`src/rtl/scan_sel_gen.sv`:
```
// scan_sel_gen: time-multiplexed scan sequencer for a 3-to-8 one-hot decoder.
// Walks sel round-robin through the enabled positions with a programmable
// dwell, inserts a blanking gap between positions, and presents the stored
// digit for the current position.
module scan_sel_gen #(
   parameter int DIV_W     = 16,
   parameter int DATA_W    = 4,
   parameter int BLANK_CYC = 2
) (
   input  logic              clk,
   input  logic              rst_n,
   input  logic              en,
   input  logic [DIV_W-1:0]  div,
   input  logic [7:0]        active_mask,
   input  logic              wr_valid,
   output logic              wr_ready,
   input  logic [2:0]        wr_addr,
   input  logic [DATA_W-1:0] wr_data,
   output logic [2:0]        sel,
   output logic              sel_valid,
   output logic [DATA_W-1:0] digit,
   output logic              tick
);

   localparam int BLK_W = (BLANK_CYC > 1) ? $clog2(BLANK_CYC) : 1;
   localparam logic [BLK_W-1:0] BLK_LAST = BLK_W'(BLANK_CYC - 1);

   typedef enum logic [1:0] {
      ST_IDLE  = 2'd0,
      ST_SHOW  = 2'd1,
      ST_BLANK = 2'd2
   } state_t;

   state_t              state_r, state_nxt_s;
   logic [DIV_W-1:0]    cnt_r, cnt_nxt_s;
   logic [DIV_W-1:0]    div_r, div_nxt_s;
   logic [BLK_W-1:0]    blk_r, blk_nxt_s;
   logic [2:0]          sel_r, sel_nxt_s;
   logic                tick_r, tick_nxt_s;
   logic                sel_valid_r;
   logic                wr_ready_r;
   logic                run_ok_s;
   logic                wr_fire_s;
   logic [DATA_W-1:0]   mem_r [8];

   // Nearest active position after p (skip_self=1) or starting at p
   // (skip_self=0), wrapping 7->0. Farther candidates are visited first so
   // the nearest match overwrites them. Returns p when nothing is enabled.
   function automatic logic [2:0] find_active(input logic [2:0] p,
                                              input logic [7:0] m,
                                              input logic       skip_self);
      logic [2:0] res;
      logic [2:0] q;
      res = p;
      for (int i = 8; i >= 0; i--) begin
         q = p + 3'(i);
         if (((skip_self == 1'b1) && (i >= 1)) || ((skip_self == 1'b0) && (i <= 7))) begin
            if (m[q] == 1'b1) begin
               res = q;
            end else begin
               res = res;
            end
         end else begin
            res = res;
         end
      end
      return res;
   endfunction

   assign run_ok_s  = en && (active_mask != 8'h00);
   assign wr_fire_s = wr_valid && wr_ready_r;

   // Next-state and next-output logic for the scan FSM.
   always_comb begin
      state_nxt_s = state_r;
      cnt_nxt_s   = cnt_r;
      div_nxt_s   = div_r;
      blk_nxt_s   = blk_r;
      sel_nxt_s   = sel_r;
      tick_nxt_s  = 1'b0;
      case (state_r)
         ST_IDLE: begin
            cnt_nxt_s = '0;
            blk_nxt_s = '0;
            if (run_ok_s) begin
               sel_nxt_s   = find_active(sel_r, active_mask, 1'b0);
               div_nxt_s   = div;
               tick_nxt_s  = 1'b1;
               state_nxt_s = ST_SHOW;
            end else begin
               state_nxt_s = ST_IDLE;
            end
         end
         ST_SHOW: begin
            if (!run_ok_s) begin
               cnt_nxt_s   = '0;
               blk_nxt_s   = '0;
               state_nxt_s = ST_IDLE;
            end else if (cnt_r == div_r) begin
               cnt_nxt_s   = '0;
               blk_nxt_s   = '0;
               state_nxt_s = ST_BLANK;
            end else begin
               cnt_nxt_s = cnt_r + DIV_W'(1);
            end
         end
         ST_BLANK: begin
            if (!run_ok_s) begin
               cnt_nxt_s   = '0;
               blk_nxt_s   = '0;
               state_nxt_s = ST_IDLE;
            end else if (blk_r == BLK_LAST) begin
               // Mask is looked at only here, so a mid-dwell change never
               // cuts short the position being shown.
               sel_nxt_s   = find_active(sel_r, active_mask, 1'b1);
               div_nxt_s   = div;
               tick_nxt_s  = 1'b1;
               cnt_nxt_s   = '0;
               blk_nxt_s   = '0;
               state_nxt_s = ST_SHOW;
            end else begin
               blk_nxt_s = blk_r + BLK_W'(1);
            end
         end
         default: begin
            cnt_nxt_s   = '0;
            blk_nxt_s   = '0;
            state_nxt_s = ST_IDLE;
         end
      endcase
   end

   // FSM state, counters and registered scan outputs.
   always_ff @(posedge clk or negedge rst_n) begin
      if (!rst_n) begin
         state_r     <= ST_IDLE;
         cnt_r       <= '0;
         div_r       <= '0;
         blk_r       <= '0;
         sel_r       <= 3'd0;
         tick_r      <= 1'b0;
         sel_valid_r <= 1'b0;
      end else begin
         state_r     <= state_nxt_s;
         cnt_r       <= cnt_nxt_s;
         div_r       <= div_nxt_s;
         blk_r       <= blk_nxt_s;
         sel_r       <= sel_nxt_s;
         tick_r      <= tick_nxt_s;
         sel_valid_r <= (state_nxt_s == ST_SHOW);
      end
   end

   // Write port: ready rises on the first edge out of reset and stays high.
   always_ff @(posedge clk or negedge rst_n) begin
      if (!rst_n) begin
         wr_ready_r <= 1'b0;
      end else begin
         wr_ready_r <= 1'b1;
      end
   end

   // Digit store, cleared by reset and written on every accepted request.
   always_ff @(posedge clk or negedge rst_n) begin
      if (!rst_n) begin
         for (int i = 0; i < 8; i++) begin
            mem_r[i] <= '0;
         end
      end else if (wr_fire_s) begin
         mem_r[wr_addr] <= wr_data;
      end else begin
         mem_r[wr_addr] <= mem_r[wr_addr];
      end
   end

   assign wr_ready  = wr_ready_r;
   assign sel       = sel_r;
   assign sel_valid = sel_valid_r;
   assign tick      = tick_r;
   assign digit     = mem_r[sel_r];

endmodule

```
`config.mk`:
```
export PLATFORM = sky130hd
export DESIGN_NAME = scan_sel_gen
export DESIGN_NICKNAME = d
export VERILOG_FILES = /design/src/rtl/scan_sel_gen.sv
export SDC_FILE = /design/constraint.sdc
export NUM_CORES = 1
export LEC_CHECK = 0
export ABC_AREA = 1
export BUFFER_PORTS_ARGS = -buffer_cell sky130_fd_sc_hd__buf_2
export CAP_MARGIN = 10
export CORE_MARGIN = 2
export CORE_UTILIZATION = 50
export CTS_CLUSTER_SIZE = 10
export DETAILED_ROUTE_END_ITERATION = 6
export MAX_ROUTING_LAYER = met4
export PLACE_DENSITY_LB_ADDON = 0.05
export SYNTH_ARGS = -nofsm -noshare
export SYNTH_HDL_FRONTEND = slang
export SYNTH_SLANG_ARGS = --single-unit
export TNS_END_PERCENT = 10
```
`constraint.sdc`:
```
create_clock -name clk -period 3.4 [get_ports clk]
set_input_delay 0.34 -clock clk [delete_from_list [all_inputs] [get_ports clk]]
set_output_delay 0.34 -clock clk [all_outputs]
set_load 0.02 [all_outputs]
```
* After elaboration in Yosys (flattened, before gate mapping)
Cells that the tools add are included.
** Word-level totals
- Register bits :: 73
- Output and inout bits :: 10
- Logic and storage cells :: 119
** Operators by class
- Add/subtract/negate cells :: 9
- Order comparisons :: 11
- Eq/ne operators :: 10
- Mux-type cells :: 63
- Bitwise operators :: 2
- Reduce and logical (&&, ||, !) cells :: 8
** Operators by type and width (count)
- $mux 16 :: 7
- $bwmux 32 :: 2
- $pmux 16 s2 :: 2
- $mux 3 :: 11
- $lt 3x4->1 const B :: 8
- $mux 32 :: 1
- $bmux 1 s3 :: 8
- $bmux 4 s3 :: 2
- $mux 4 :: 5
- $add 16x1->16 const B :: 1
- $eq 16x16->1 :: 1
- $mux 1 :: 16
- $add 3x3->3 const B :: 4
- $demux 4 s3 :: 1
- $ge 4x4->1 const B :: 2
- $mux 2 :: 4
- $ne 2x2->1 const B :: 4
- $not 3->4 :: 2
- $reduce_bool 8->1 :: 1
- $add 3x2->3 const B :: 2
- $ne 3x3->1 const B :: 2
- $pmux 2 s3 :: 1
- $pmux 3 s2 :: 1
- $reduce_and 5->1 :: 1
- other kinds (10) :: 14

* Longest topological paths before layout
- Depth in word-level cells :: 13
- Mapped depth :: 16
- Mapped depth without buffers :: 14

* Worst setup path before layout
Ideal clock, no wire load.
- Path kind :: reg-to-reg
- Start point :: register sel_r[0] (netlist: sel[0])
- End point :: register sel_r[0] (netlist: sel[0])
- Arrival time :: 2.274 ns
- Required time :: 3.283 ns
- Slack :: 1.009 ns
- Cell stages (with the launch flop) :: 16
- Clock period less this slack :: 2.391 ns
- Cell sequence :: dfrtp_1 -> buf_6 -> inv_2 -> buf_6 -> clkbuf_1 -> ha_1 -> inv_1 -> nand3_1 -> nand3_1 -> nand2_2 -> nor2_1 -> o21ai_1 -> nand2_1 -> nand2_1 -> nand3_1 -> nand2_1
** On the way
- Longest elaborated chain between the ends :: 13
- Elaborated cells between the ends (all ways) :: 37
- Classes of those cells :: add/sub: 7; eq/ne: 1; mux: 28; reduce/logical: 1
** Ends and longest elaborated chain
- from (decl) :: RTL line 38 : logic [2:0] sel_r, sel_nxt_s;
- from (signal assigned) :: RTL line 148 : sel_r <= sel_nxt_s;
- $add 3x3->3 :: RTL line 56 : q = p + 3'(i);
- $bmux 1 s3 :: RTL line 58 : if (m[q] == 1'b1) begin
- $mux 1 (implied by the code) :: RTL line 58
- $mux 3 (7 in a row) :: RTL line 58
- $mux 3, on equally long branches :: RTL line 112, 58
- $mux 3, on equally long branches :: RTL line 108, 85
- $pmux 3 s2 :: RTL line 81 : case (state_r)
Parallel ways exist; a longest one is shown, timed or not. The select of a mux whose other input is x is not followed.
A chain may end at the register's enable or synchronous reset.

* Worst setup path in the final report
- Start point :: register sel_r[1] (netlist: sel[1])
- End point :: output port digit[2]
** On the way
- Longest elaborated chain between the ends :: 4
** Ends and longest elaborated chain
- $not 3->4 (implied by the code) :: RTL line 180 : assign digit = mem_r[sel_r];
- $bmux 4 s3 :: RTL line 180
- $mux 4 (implied by the code) (2 in a row) :: RTL line 180
- to (decl) :: RTL line 21 : output logic [DATA_W-1:0] digit,
No other way between the ends. The select of a mux whose other input is x is not followed.

==> run_results.csv <==
group,metric,value,unit
drt,routedWlPerCell,14.3,um
global_route,first_global_vias,3704,
run,cap_violations,0,
cells_and_area,area_growth_syn_to_layout,11.0,%
sta,rsz0062_at_grt,"no",
synthesis,synth_edf_count,0,
sta,period_minus_slack,2.60,ns
clock_tree,h-tree-depth,3,
synthesis,synth_flop_cell,"dfrtp_1",
cells_and_area,drive_gt1_frac,0.126,
global_route,use_met1,0.338,
drt,remaining_drc_errors,0,
sta,max_freq,0.385,GHz
synthesis,synth_top_family_by_area,"simple AND/OR/NAND/NOR gates",
synthesis,synth_xor_area_frac,0.0370,
synthesis,synth_most_common_cell,"nand2_1",
synthesis,synth_seq_cells,73,
sta,fin_skew,0.0158,ns
global_route,grt_max_degree,74,
synthesis,yosys.area_share.simple,0.303,
floorplan,die_x,96.3,um
clock_tree,worstSkewPairLatency,0.36,ns
floorplan,core_area,8220,um2
clock_tree,cts-buffers-inserted,9,
sta,slew_headroom,0.383,
floorplan,die_h,96.3,um
synthesis,synthCells,582,
floorplan,num_io_pins,45,
pwr,cellLeakagePower,0.00229,uW
drt,routed_via_density,5.39,
critical_path,cp.buffers_inverters,2,
place,dpl.hpwl,7550,um
synthesis,syn_area,4260,um2
drt,totalWireLength,10500,um
status,status,"complete, no violations",
floorplan,start_util,0.518,
clock_tree,cts_buffer_depth,2,
synthesis,synthArstFlopShare,1.00,
global_route,gr-usage-all-layers,0.252,
clock_tree,hold_buffers,0,
sta,worst_pin_slew,0.925,ns
synthesis,synth_cell_types,42,
worst_hold_path,hold_class,"in -> async",
synthesis,synth-compound-area-share,0.149,
clock_tree,clk_pin_slew,0.09,ns
synthesis,synth_largest_area_cell,"dfrtp_1",
floorplan,dieArea,9270,um2
critical_path,crit_fanout,11,
sta,setup_violations,0,
global_route,antenna_found_initial,0,
floorplan,num_rows,33,
clock_tree,cts_tree,"yes",
drt,vias,3956,
critical_path,crit_path_cell_trace,"clkinv_1 -> nor2_1 -> nand2_1 -> o221ai_1 -> a211oi_1 -> a31oi_1 -> buf_2",
global_route,use_met2,0.398,
global_route,use_met3,0.0407,
cells_and_area,fin_area,4730,um2
synthesis,avgSynthCellArea,7.32,um2
critical_path,cp-end-kind,"output port",
global_route,grt_pass1_wl,17600,um
cells_and_area,nFillCells,822,
critical_path,crit_arrival,2.26,ns
critical_path,critPathTopFamily,"flip-flops",
synthesis,yosysWarningCount,0,
critical_path,timing.rr.end,"sel[2]$_DFFE_PN0P_",
global_route,top_usage_layer,"met2",
critical_path,ff2ff_path_depth,12,
critical_path,worstSetupPathType,"reg -> out",
critical_path,r2r-start,"sel[1]$_DFFE_PN0P_",
sta,finalHoldViolCount,0,
sta,tns,0,ns
critical_path,r2r_slack,0.95,ns
synthesis,synth_area_leaders,"dfrtp_1 43%, nand2_1 16%, o21ai_0 6.6%",
critical_path,cpMaxStageDelayCell,"dfrtp_1",
pwr,peakVddDrop,0.299,mV
drt,ant_nets,0,
critical_path,crit_required,3.06,ns
clock_tree,cts.sinks,73,
sta,drv_slew,0,
critical_path,start_kind,"flip-flop",
synthesis,muxShareOfSynthArea,0,
global_route,grt-ovfl-total,0,
cells_and_area,final_nets,662,
critical_path,critPathMaxStageDelay,0.53,ns
clock_tree,cts-root-buf,"clkbuf_8",
place,routabilityCongestion,0.886,
place,io_buffer_count,44,
drt,dr.pass1.iters,4,
synthesis,synth_top_area_share,0.429,
pwr,power.density,763,nW/um2
synthesis,synth_nets,620,
cells_and_area,diodes,0,
place,place_area,4530,um2
clock_tree,post_cts_resized,0,
clock_tree,cts_setup_buffers,0,
synthesis,yosysSeqAreaShare,0.429,
drt,drt_iter0_markers,198,
synthesis,synthTopCellsByCount,"178 x nand2_1, 73 x dfrtp_1, 56 x o21ai_0, 53 x inv_1, 51 x nand3_1",
synthesis,synth_adder_area_share,0.00881,
sta,min_period_over_period,0.764,
layout make-up:
cell class | instances | area [um2] | area share
inverters | 57 | 214 | 0.0452
clock inverters | 5 | 62.6 | 0.0132
repair buffers | 45 | 230 | 0.0487
clock buffers | 11 | 141 | 0.0299
flip-flops and latches | 73 | 1830 | 0.386
well taps | 105 | 131 | 0.0278
multi-input cells | 438 | 2120 | 0.449
cells by family after synthesis:
family	count (synthesis)
and+or+nand+nor	305
AOI/OAI and AO/OA	111
DFF	73
buffers and inverters	71
xor gates and xnor gates	18
adders and majority gates	3
other	1
how the worst max path moves through the flow:
stage | start | to | slack [ns] | depth (start not counted)
after floorplan | sel[0]$_DFFE_PN0P_ | sel[0]$_DFFE_PN0P_ | 1.01 | 15
after global placement | sel[1]$_DFFE_PN0P_ | sel[2]$_DFFE_PN0P_ | 1.09 | 12
after detailed placement | sel[1]$_DFFE_PN0P_ | sel[2]$_DFFE_PN0P_ | 1.02 | 12
after CTS | sel[1]$_DFFE_PN0P_ | digit[2] | 0.86 | 7
after global routing | sel[1]$_DFFE_PN0P_ | sel[2]$_DFFE_PN0P_ | 0.53 | 13
final | sel[1]$_DFFE_PN0P_ | digit[2] | 0.80 | 7
worst reg2reg max path: cells and delay by family, from the launching register on:
| family | cells | cell delay [ns] |
|---|---|---|
| compound gates | 2 | 0.18 |
| buf+inv | 3 | 0.62 |
| fa+ha+maj | 1 | 0.41 |
| simple gates | 6 | 0.61 |
| flops | 1 | 0.53 |
metrics by stage:
step | setup WS (ns) | util | total power [uW] | hold WS, ns | std cells
floorplan | 1.01 | - | 2470 | 0.0444 | 582
global placement | 1.09 | 0.551 | 2870 | 0.471 | 718
detailed placement | 1.02 | 0.551 | 2880 | 0.473 | 718
CTS | 0.860 | 0.576 | 3600 | 0.145 | 734
global route | 0.527 | 0.576 | 3910 | 0.174 | 734
finish | 0.802 | 0.576 | 3610 | 0.104 | 734
power by group:
| group | leakage (uW) | internal [uW] | switching (uW) | total [uW] |
|---|---|---|---|---|
| Clock | 0.0000966 | 365 | 347 | 712 |
| Sequential | 0.000939 | 1020 | 144 | 1170 |
| Combinational | 0.00125 | 562 | 1170 | 1730 |
registers in the layout, summed over array words and instances, names as in the netlist:
name and cells:
state_r 2, tick 1, blk_r 1, mem_r 32, sel 3, cnt_r 16
div_r 16, wr_ready 1, sel_valid 1
metal layers:
metal  up-vias  wire [um]
met5         -          0
met4         0        130
met3        15        640
met2       119       4810
met1      1808       4930
li1       2014          -
layout by cell type (no fill, tap or decap), types with 2 or more instances in the layout:
master      instances
buf_2              43
and3_1              2
nor3_1             12
xnor2_1            17
o22ai_1             3
dfrtp_1            73
a21oi_1            25
ha_1                3
nand2_2             7
o21ai_2             4
o2111ai_1           3
nand4_1             9
a22oi_1             3
clkinvlp_4          2
inv_2               2
buf_4               2
a31oi_1             3
inv_1              53
nor2_1             41
clkinv_1            2
clkbuf_8           10
nand3_1            51
nand2_1           178
o21ai_0            56
inv_6               2
o211ai_1            6
No activity file was read; power rests on OpenSTA's default activity.
